===== src/rtl/invader_sprite_engine.sv =====
// Space-invader sprite engine: per-invader life-cycle FSM, animation frame
// counter and a one-cycle registered pixel lookup into constant bitmaps.
// Optional feature macro: INVADER_EXPLODE_ANIM_EN adds an EXPLODING state with
// its own bitmap and FrameTick counter. Without it, Hit kills outright.
// The bitmaps are drawn at 22x8 with every art row two scanlines tall, which
// gives a 22x16 sprite. Pixels outside that art area are unlit, and types
// beyond the three drawn ones reuse type 0. The FSM state is visible on
// fsm_state for debug.
module invader_sprite_engine #(
  parameter int SPRITE_W      = 22,
  parameter int SPRITE_H      = 16,
  parameter int NUM_TYPES     = 3,
  parameter int NUM_FRAMES    = 2,
  parameter int ANIM_PERIOD   = 30,
  parameter int EXPLODE_TICKS = 15,
  localparam int TW = (NUM_TYPES  > 1) ? $clog2(NUM_TYPES)  : 1,
  localparam int FW = (NUM_FRAMES > 1) ? $clog2(NUM_FRAMES) : 1
) (
  input  logic          Clk,
  input  logic          Reset,
  input  logic [9:0]    DrawX,
  input  logic [9:0]    DrawY,
  input  logic [9:0]    InvaderX,
  input  logic [9:0]    InvaderY,
  input  logic [TW-1:0] InvType,
  input  logic          FrameTick,
  input  logic          Hit,
  input  logic          Respawn,
  output logic          invader_on,
  output logic          exploding,
  output logic          dead,
  output logic [FW-1:0] anim_frame,
  output logic [1:0]    fsm_state
);

  localparam int AW = $clog2(ANIM_PERIOD + 1);
  localparam logic [TW:0] TYPE_LIM = (TW+1)'(NUM_TYPES);
  localparam logic [TW:0] ART_LIM  = (TW+1)'(3);

  typedef enum logic [1:0] {
    ST_ALIVE     = 2'd0,
    ST_EXPLODING = 2'd1,
    ST_DEAD      = 2'd2
  } state_t;

  state_t          state;
  state_t          state_next;
  logic [AW-1:0]   anim_cnt;
  logic            explode_done;
  logic signed [10:0] col;
  logic signed [10:0] row;
  logic            in_box;
  logic [1:0]      art_type;
  logic [21:0]     art_word;
  logic [21:0]     art_shift;

  // Invader bitmaps: bit 21 is column 0, the leftmost pixel.
  function automatic logic [21:0] invader_art(input logic [1:0] t,
                                              input logic       f,
                                              input logic [2:0] r);
    logic [21:0] w;
    case ({t, f, r})
      // type 0: squid
      6'b00_0_000, 6'b00_1_000: w = 22'b00_0000_0011_1111_0000_0000;
      6'b00_0_001, 6'b00_1_001: w = 22'b00_0011_1111_1111_1100_0000;
      6'b00_0_010, 6'b00_1_010: w = 22'b00_1111_1111_1111_1111_0000;
      6'b00_0_011, 6'b00_1_011: w = 22'b00_1111_0011_1100_1111_0000;
      6'b00_0_100, 6'b00_1_100: w = 22'b00_1111_1111_1111_1111_0000;
      6'b00_0_101: w = 22'b00_0001_1100_0011_1000_0000;
      6'b00_0_110: w = 22'b00_0110_0011_1100_0110_0000;
      6'b00_0_111: w = 22'b00_1100_0000_0000_0011_0000;
      6'b00_1_101: w = 22'b00_0011_1100_0011_1100_0000;
      6'b00_1_110: w = 22'b00_1100_0011_1100_0011_0000;
      6'b00_1_111: w = 22'b00_0011_0000_0000_1100_0000;
      // type 1: crab
      6'b01_0_000: w = 22'b00_0011_0000_0000_1100_0000;
      6'b01_1_000: w = 22'b11_0011_0000_0000_1100_1100;
      6'b01_0_001, 6'b01_1_001: w = 22'b00_0000_1100_0011_0000_0000;
      6'b01_0_010, 6'b01_1_010: w = 22'b00_0011_1111_1111_1100_0000;
      6'b01_0_011, 6'b01_1_011: w = 22'b00_1111_0011_1100_1111_0000;
      6'b01_0_100, 6'b01_1_100: w = 22'b11_1111_1111_1111_1111_1100;
      6'b01_0_101: w = 22'b11_0011_1111_1111_1100_1100;
      6'b01_0_110: w = 22'b11_0011_0000_0000_1100_1100;
      6'b01_0_111: w = 22'b00_0000_1111_1111_0000_0000;
      6'b01_1_101: w = 22'b00_1111_1111_1111_1111_0000;
      6'b01_1_110: w = 22'b00_0011_0000_0000_1100_0000;
      6'b01_1_111: w = 22'b00_1100_0000_0000_0011_0000;
      // type 2: octopus
      6'b10_0_000, 6'b10_1_000: w = 22'b00_0000_1111_1111_0000_0000;
      6'b10_0_001, 6'b10_1_001: w = 22'b00_1111_1111_1111_1111_0000;
      6'b10_0_010, 6'b10_1_010: w = 22'b11_1111_1111_1111_1111_1100;
      6'b10_0_011, 6'b10_1_011: w = 22'b11_1100_0011_1100_0011_1100;
      6'b10_0_100, 6'b10_1_100: w = 22'b11_1111_1111_1111_1111_1100;
      6'b10_0_101, 6'b10_1_101: w = 22'b00_0011_1100_0011_1100_0000;
      6'b10_0_110: w = 22'b00_1100_0011_1100_0011_0000;
      6'b10_0_111: w = 22'b11_0000_0000_0000_0000_1100;
      6'b10_1_110: w = 22'b00_1111_0000_0000_1111_0000;
      6'b10_1_111: w = 22'b00_0011_0000_0000_1100_0000;
      default:     w = 22'b0;
    endcase
    return w;
  endfunction

`ifdef INVADER_EXPLODE_ANIM_EN
  localparam int EW = $clog2(EXPLODE_TICKS + 1);
  logic [EW-1:0] explode_cnt;

  // Single explosion burst shared by every type and frame.
  function automatic logic [21:0] explode_art(input logic [2:0] r);
    logic [21:0] w;
    case (r)
      3'd0:    w = 22'b00_1000_0100_1000_0100_0000;
      3'd1:    w = 22'b00_0100_0010_0100_1000_0000;
      3'd2:    w = 22'b00_0010_0000_0001_0000_0000;
      3'd3:    w = 22'b11_0000_0000_0000_0000_1100;
      3'd4:    w = 22'b00_0010_0000_0001_0000_0000;
      3'd5:    w = 22'b00_0100_1000_0100_1000_0000;
      3'd6:    w = 22'b00_1000_0100_1000_0100_0000;
      default: w = 22'b0;
    endcase
    return w;
  endfunction

  // Explode counter: held at 0 outside EXPLODING, so entering the state starts it from 0.
  always_ff @(posedge Clk) begin
    if (Reset || Respawn || state != ST_EXPLODING) explode_cnt <= '0;
    else if (FrameTick) explode_cnt <= explode_cnt + 1'b1;
  end

  assign explode_done = FrameTick && (explode_cnt == EW'(EXPLODE_TICKS - 1));
  assign exploding    = (state == ST_EXPLODING);
`else
  assign explode_done = 1'b0;
  assign exploding    = 1'b0;
`endif

  // FSM state register.
  always_ff @(posedge Clk) begin
    if (Reset) state <= ST_ALIVE;
    else       state <= state_next;
  end

  // Next state: Respawn wins over everything, and Hit only matters in ALIVE.
  always_comb begin
    state_next = state;
    if (Respawn) begin
      state_next = ST_ALIVE;
    end else begin
      case (state)
`ifdef INVADER_EXPLODE_ANIM_EN
        ST_ALIVE:     if (Hit) state_next = ST_EXPLODING;
`else
        ST_ALIVE:     if (Hit) state_next = ST_DEAD;
`endif
        ST_EXPLODING: if (explode_done) state_next = ST_DEAD;
        default:      state_next = state;
      endcase
    end
  end

  // Animation counter: steps on FrameTicks while alive and advances the frame each period.
  always_ff @(posedge Clk) begin
    if (Reset) begin
      anim_cnt   <= '0;
      anim_frame <= '0;
    end else if (state == ST_ALIVE && FrameTick) begin
      if (anim_cnt == AW'(ANIM_PERIOD - 1)) begin
        anim_cnt   <= '0;
        anim_frame <= (anim_frame == FW'(NUM_FRAMES - 1)) ? '0 : anim_frame + 1'b1;
      end else begin
        anim_cnt <= anim_cnt + 1'b1;
      end
    end
  end

  // Relative position in 11-bit signed space, so screen-edge wrap never lands in the box.
  assign col    = $signed({1'b0, DrawX}) - $signed({1'b0, InvaderX});
  assign row    = $signed({1'b0, DrawY}) - $signed({1'b0, InvaderY});
  assign in_box = !col[10] && (col[9:0] < 10'(SPRITE_W)) &&
                  !row[10] && (row[9:0] < 10'(SPRITE_H));

  // Bitmap row selection: out-of-range types fall back to type 0, and the explosion overrides all.
  always_comb begin
    art_type = 2'd0;
    if (({1'b0, InvType} < TYPE_LIM) && ({1'b0, InvType} < ART_LIM))
      art_type = 2'(InvType);
    art_word = invader_art(art_type, anim_frame[0], row[3:1]);
`ifdef INVADER_EXPLODE_ANIM_EN
    if (state == ST_EXPLODING) art_word = explode_art(row[3:1]);
`endif
    if (row[4]) art_word = '0;
  end

  // Shifting left by col puts the addressed pixel in bit 21; columns past 21 shift out to 0.
  assign art_shift = art_word << col[4:0];

  // Single output register: pixel lit only inside the box and while not dead.
  always_ff @(posedge Clk) begin
    if (Reset) invader_on <= 1'b0;
    else       invader_on <= in_box && (state != ST_DEAD) && art_shift[21];
  end

  assign dead      = (state == ST_DEAD);
  assign fsm_state = state;

endmodule


===== config.mk =====
export PLATFORM = sky130hd
export DESIGN_NAME = invader_sprite_engine
export DESIGN_NICKNAME = d
export VERILOG_FILES = /design/src/rtl/invader_sprite_engine.sv
export SDC_FILE = /design/constraint.sdc
export NUM_CORES = 1
export LEC_CHECK = 0
export CAP_MARGIN = 0
export CORE_ASPECT_RATIO = 1.2
export CORE_MARGIN = 4
export CORE_UTILIZATION = 49
export DETAILED_ROUTE_END_ITERATION = 12
export PLACE_DENSITY = 0.81
export SYNTH_ARGS = -nofsm -noshare
export SYNTH_HDL_FRONTEND = slang
export SYNTH_SLANG_ARGS = --single-unit

===== constraint.sdc =====
create_clock -name Clk -period 4.5 [get_ports Clk]
set_input_delay 0.45 -clock Clk [delete_from_list [all_inputs] [get_ports Clk]]
set_output_delay 0.45 -clock Clk [all_outputs]
set_load 0.02 [all_outputs]

==> out/metrics.csv <==
metric;value;unit
clockBufferDepth;2;
synthCells;263;
yosys_warnings;0;
drc_errors;0;
cp-end-kind;flop;
clk_latency;230;ps
start_kind;input pin;
grt_pass1_wl;7.71;mm
grt_max_degree;20;
fp.dieH;76.6;µm
synth-seq-cells;8;
worstPathRequired;4640;ps
first_pass_iters;4;
ant_nets;0;
num_io_pins;53;
track_usage;18.4;%
core-area;3690;µm²
worstReg2RegStart;anim_frame$_SDFFE_PP0P_;
hp-class;reg -> reg;
path_class;in -> reg;
floorplan.initialDensity;52.0;%
hold_buffers;0;
cts_tree;done;
cts_root_buf;clkbuf_8;
rsz0062_at_grt;false;
syn_area;1920;µm²
critPathLaunch;DrawY[1];
gp_congestion;0.975;
status;finished clean;
synth_edf_count;0;
syn2layout_area_growth;29.2;%
finalSetupTns;0;ps
cap_violations;0;
worstPathMaxFanout;10;
synth_area_per_cell;7.30;µm²
via_per_inst;5.54;
placed_area;2440;µm²
vdd.ir_drop.worst;141;µV
finalSetupViolations;0;
die-area;4990;µm²
ys_seq_area_share;8.34;%
synthFlopType;dfxtp_1;
antenna_found_initial;0;
nets;385;
period_share;86.8;%
postLayoutCellArea;2480;µm²
fmax;0.256;GHz
layout-drive-gt1-share;4.23;%
grt_pass1_vias;1890;
fp-row-count;24;
post-cts-setup-buffers;0;
clk_pin_slew;40;ps
hold_viol;0;
p_per_area;207;nW/µm²
cts_made_buffers;3;
hpwl;3.81;mm
final_util;67.1;%
tightest_slew;665;ps
period_needed;3910;ps
drt_iter0_drc;101;
cts.sinks;8;
htreeDepth;1;
diodes;0;
cts_repair_resize_count;0;
vias;1988;
fp.dieW;65.1;µm
avgRoutedWirePerCell;12.6;µm
routed_wirelength;4.51;mm
overflow;0;
yosysUniqueCellTypes;53;
relSlewSlack;55.6;%
async_reset_ff_share;0;%
port_buffers;50;
drv_slew;0;
total_power;512;µW
cp.arrival;4050;ps
worstHoldStart;anim_cnt[4]$_SDFFE_PP0P_;
power_leakage;0.00112;µW
fin_skew;1.32;ps
-- final timing paths --
check | end | slack [ps] | cells after the start
max | invader_on$_SDFF_PP0_ | 590 | 12
min | anim_cnt[4]$_SDFFE_PP0P_ | 510 | 2
max reg2reg | invader_on$_SDFF_PP0_ | 2190 | 6
min reg2reg | anim_cnt[4]$_SDFFE_PP0P_ | 510 | 2
-- metal layers --
| metal | up-vias | wire length, µm | GRT usage (%) |
|---|---|---|---|
| met5 | - | 0 | 0 |
| met4 | 0 | 72 | 6.02 |
| met3 | 8 | 216 | 2.95 |
| met2 | 56 | 2330 | 33.0 |
| met1 | 907 | 1890 | 21.9 |
| li1 | 1017 | - | - |
-- stage by stage --
stage               setup WS, ps  hold WS [ps]  instances
finish                       594           512        359
global route                 298           573        359
CTS                          579           513        359
detailed placement           354           504        356
global placement             521           495        356
floorplan                   1140           479        264
-- cell type report --
cell class | instances | area (µm²)
clock buffers | 3 | 41.3
flip-flops and latches | 8 | 160
multi-input cells | 217 | 1600
fillers | 332 | 1210
repair buffers | 50 | 500
inverters | 29 | 109
well taps | 52 | 65.1
-- sequential cells by signal (all words and copies together) (netlist names) --
signal,count
anim_cnt,5
anim_frame,1
fsm_state,1
invader_on,1
-- cell usage after synthesis (4+ instances only) --
| library cell | n | area (µm²) |
|---|---|---|
| nand2_1 | 15 | 56.3 |
| nand4_1 | 4 | 25.0 |
| nand3_1 | 5 | 25.0 |
| a21oi_1 | 19 | 95.1 |
| nor3_1 | 5 | 25.0 |
| nor2b_1 | 5 | 31.3 |
| inv_1 | 28 | 105 |
| ha_1 | 27 | 338 |
| xnor2_1 | 9 | 78.8 |
| a21o_1 | 6 | 45.0 |
| clkbuf_1 | 4 | 15.0 |
| o21ai_0 | 11 | 55.1 |
| dfxtp_1 | 8 | 160 |
| a211oi_1 | 6 | 45.0 |
| nor2_1 | 31 | 116 |
| mux2i_1 | 10 | 100 |
| xor2_1 | 7 | 61.3 |
| nand2b_1 | 6 | 37.5 |
-- cells by family (layout without fill, tap and decap cells) --
family / Yosys count / in the layout / synth area share (%)
adders and majority gates: 29 / 29 / 19.7
AOI/OAI and AO/OA: 71 / 71 / 25.5
buffers and inverters: 39 / 82 / 8.28
xor gates and xnor gates: 18 / 18 / 9.58
other: 1 / 2 / 0.195
DFF: 8 / 8 / 8.34
and+or+nand+nor: 84 / 84 / 21.3
muxes: 13 / 13 / 7.17
-- worst max-delay path, stage by stage --
cell,delay (ps)
clkdlybuf4s50_1,480
inv_1,60
fa_1,440
xnor2_1,530
clkinv_1,440
ha_1,330
nand2_1,70
mux2_4,150
o211ai_2,80
o311a_1,360
a2111o_1,400
nor4_2,260
-- where the power goes --
group / leakage, µW / total [µW] / internal (µW) / switching, µW
sequential: 0.0000651 / 76.7 / 73.8 / 2.88
clock: 0.0000216 / 87.2 / 58.0 / 29.2
combinational: 0.00103 / 348 / 163 / 185
total: 0.00112 / 512 / 295 / 217
-- placed cells by master (no fill, tap or decap), drive strengths merged, types with 4 or more instances in the layout --
master and count:
o21ai 11, nand4 4, dfxtp 8, nor2 31
xor2 7, a21o 6, o211ai 4, a21oi 19
nand2 15, clkdlybuf4s50 50, nand2b 6, mux2i 10
ha 27, nor3 5, nand3 5, a211oi 6
nor2b 5, nor4 4, inv 28, xnor2 11
(Power assumes the default switching activity.)
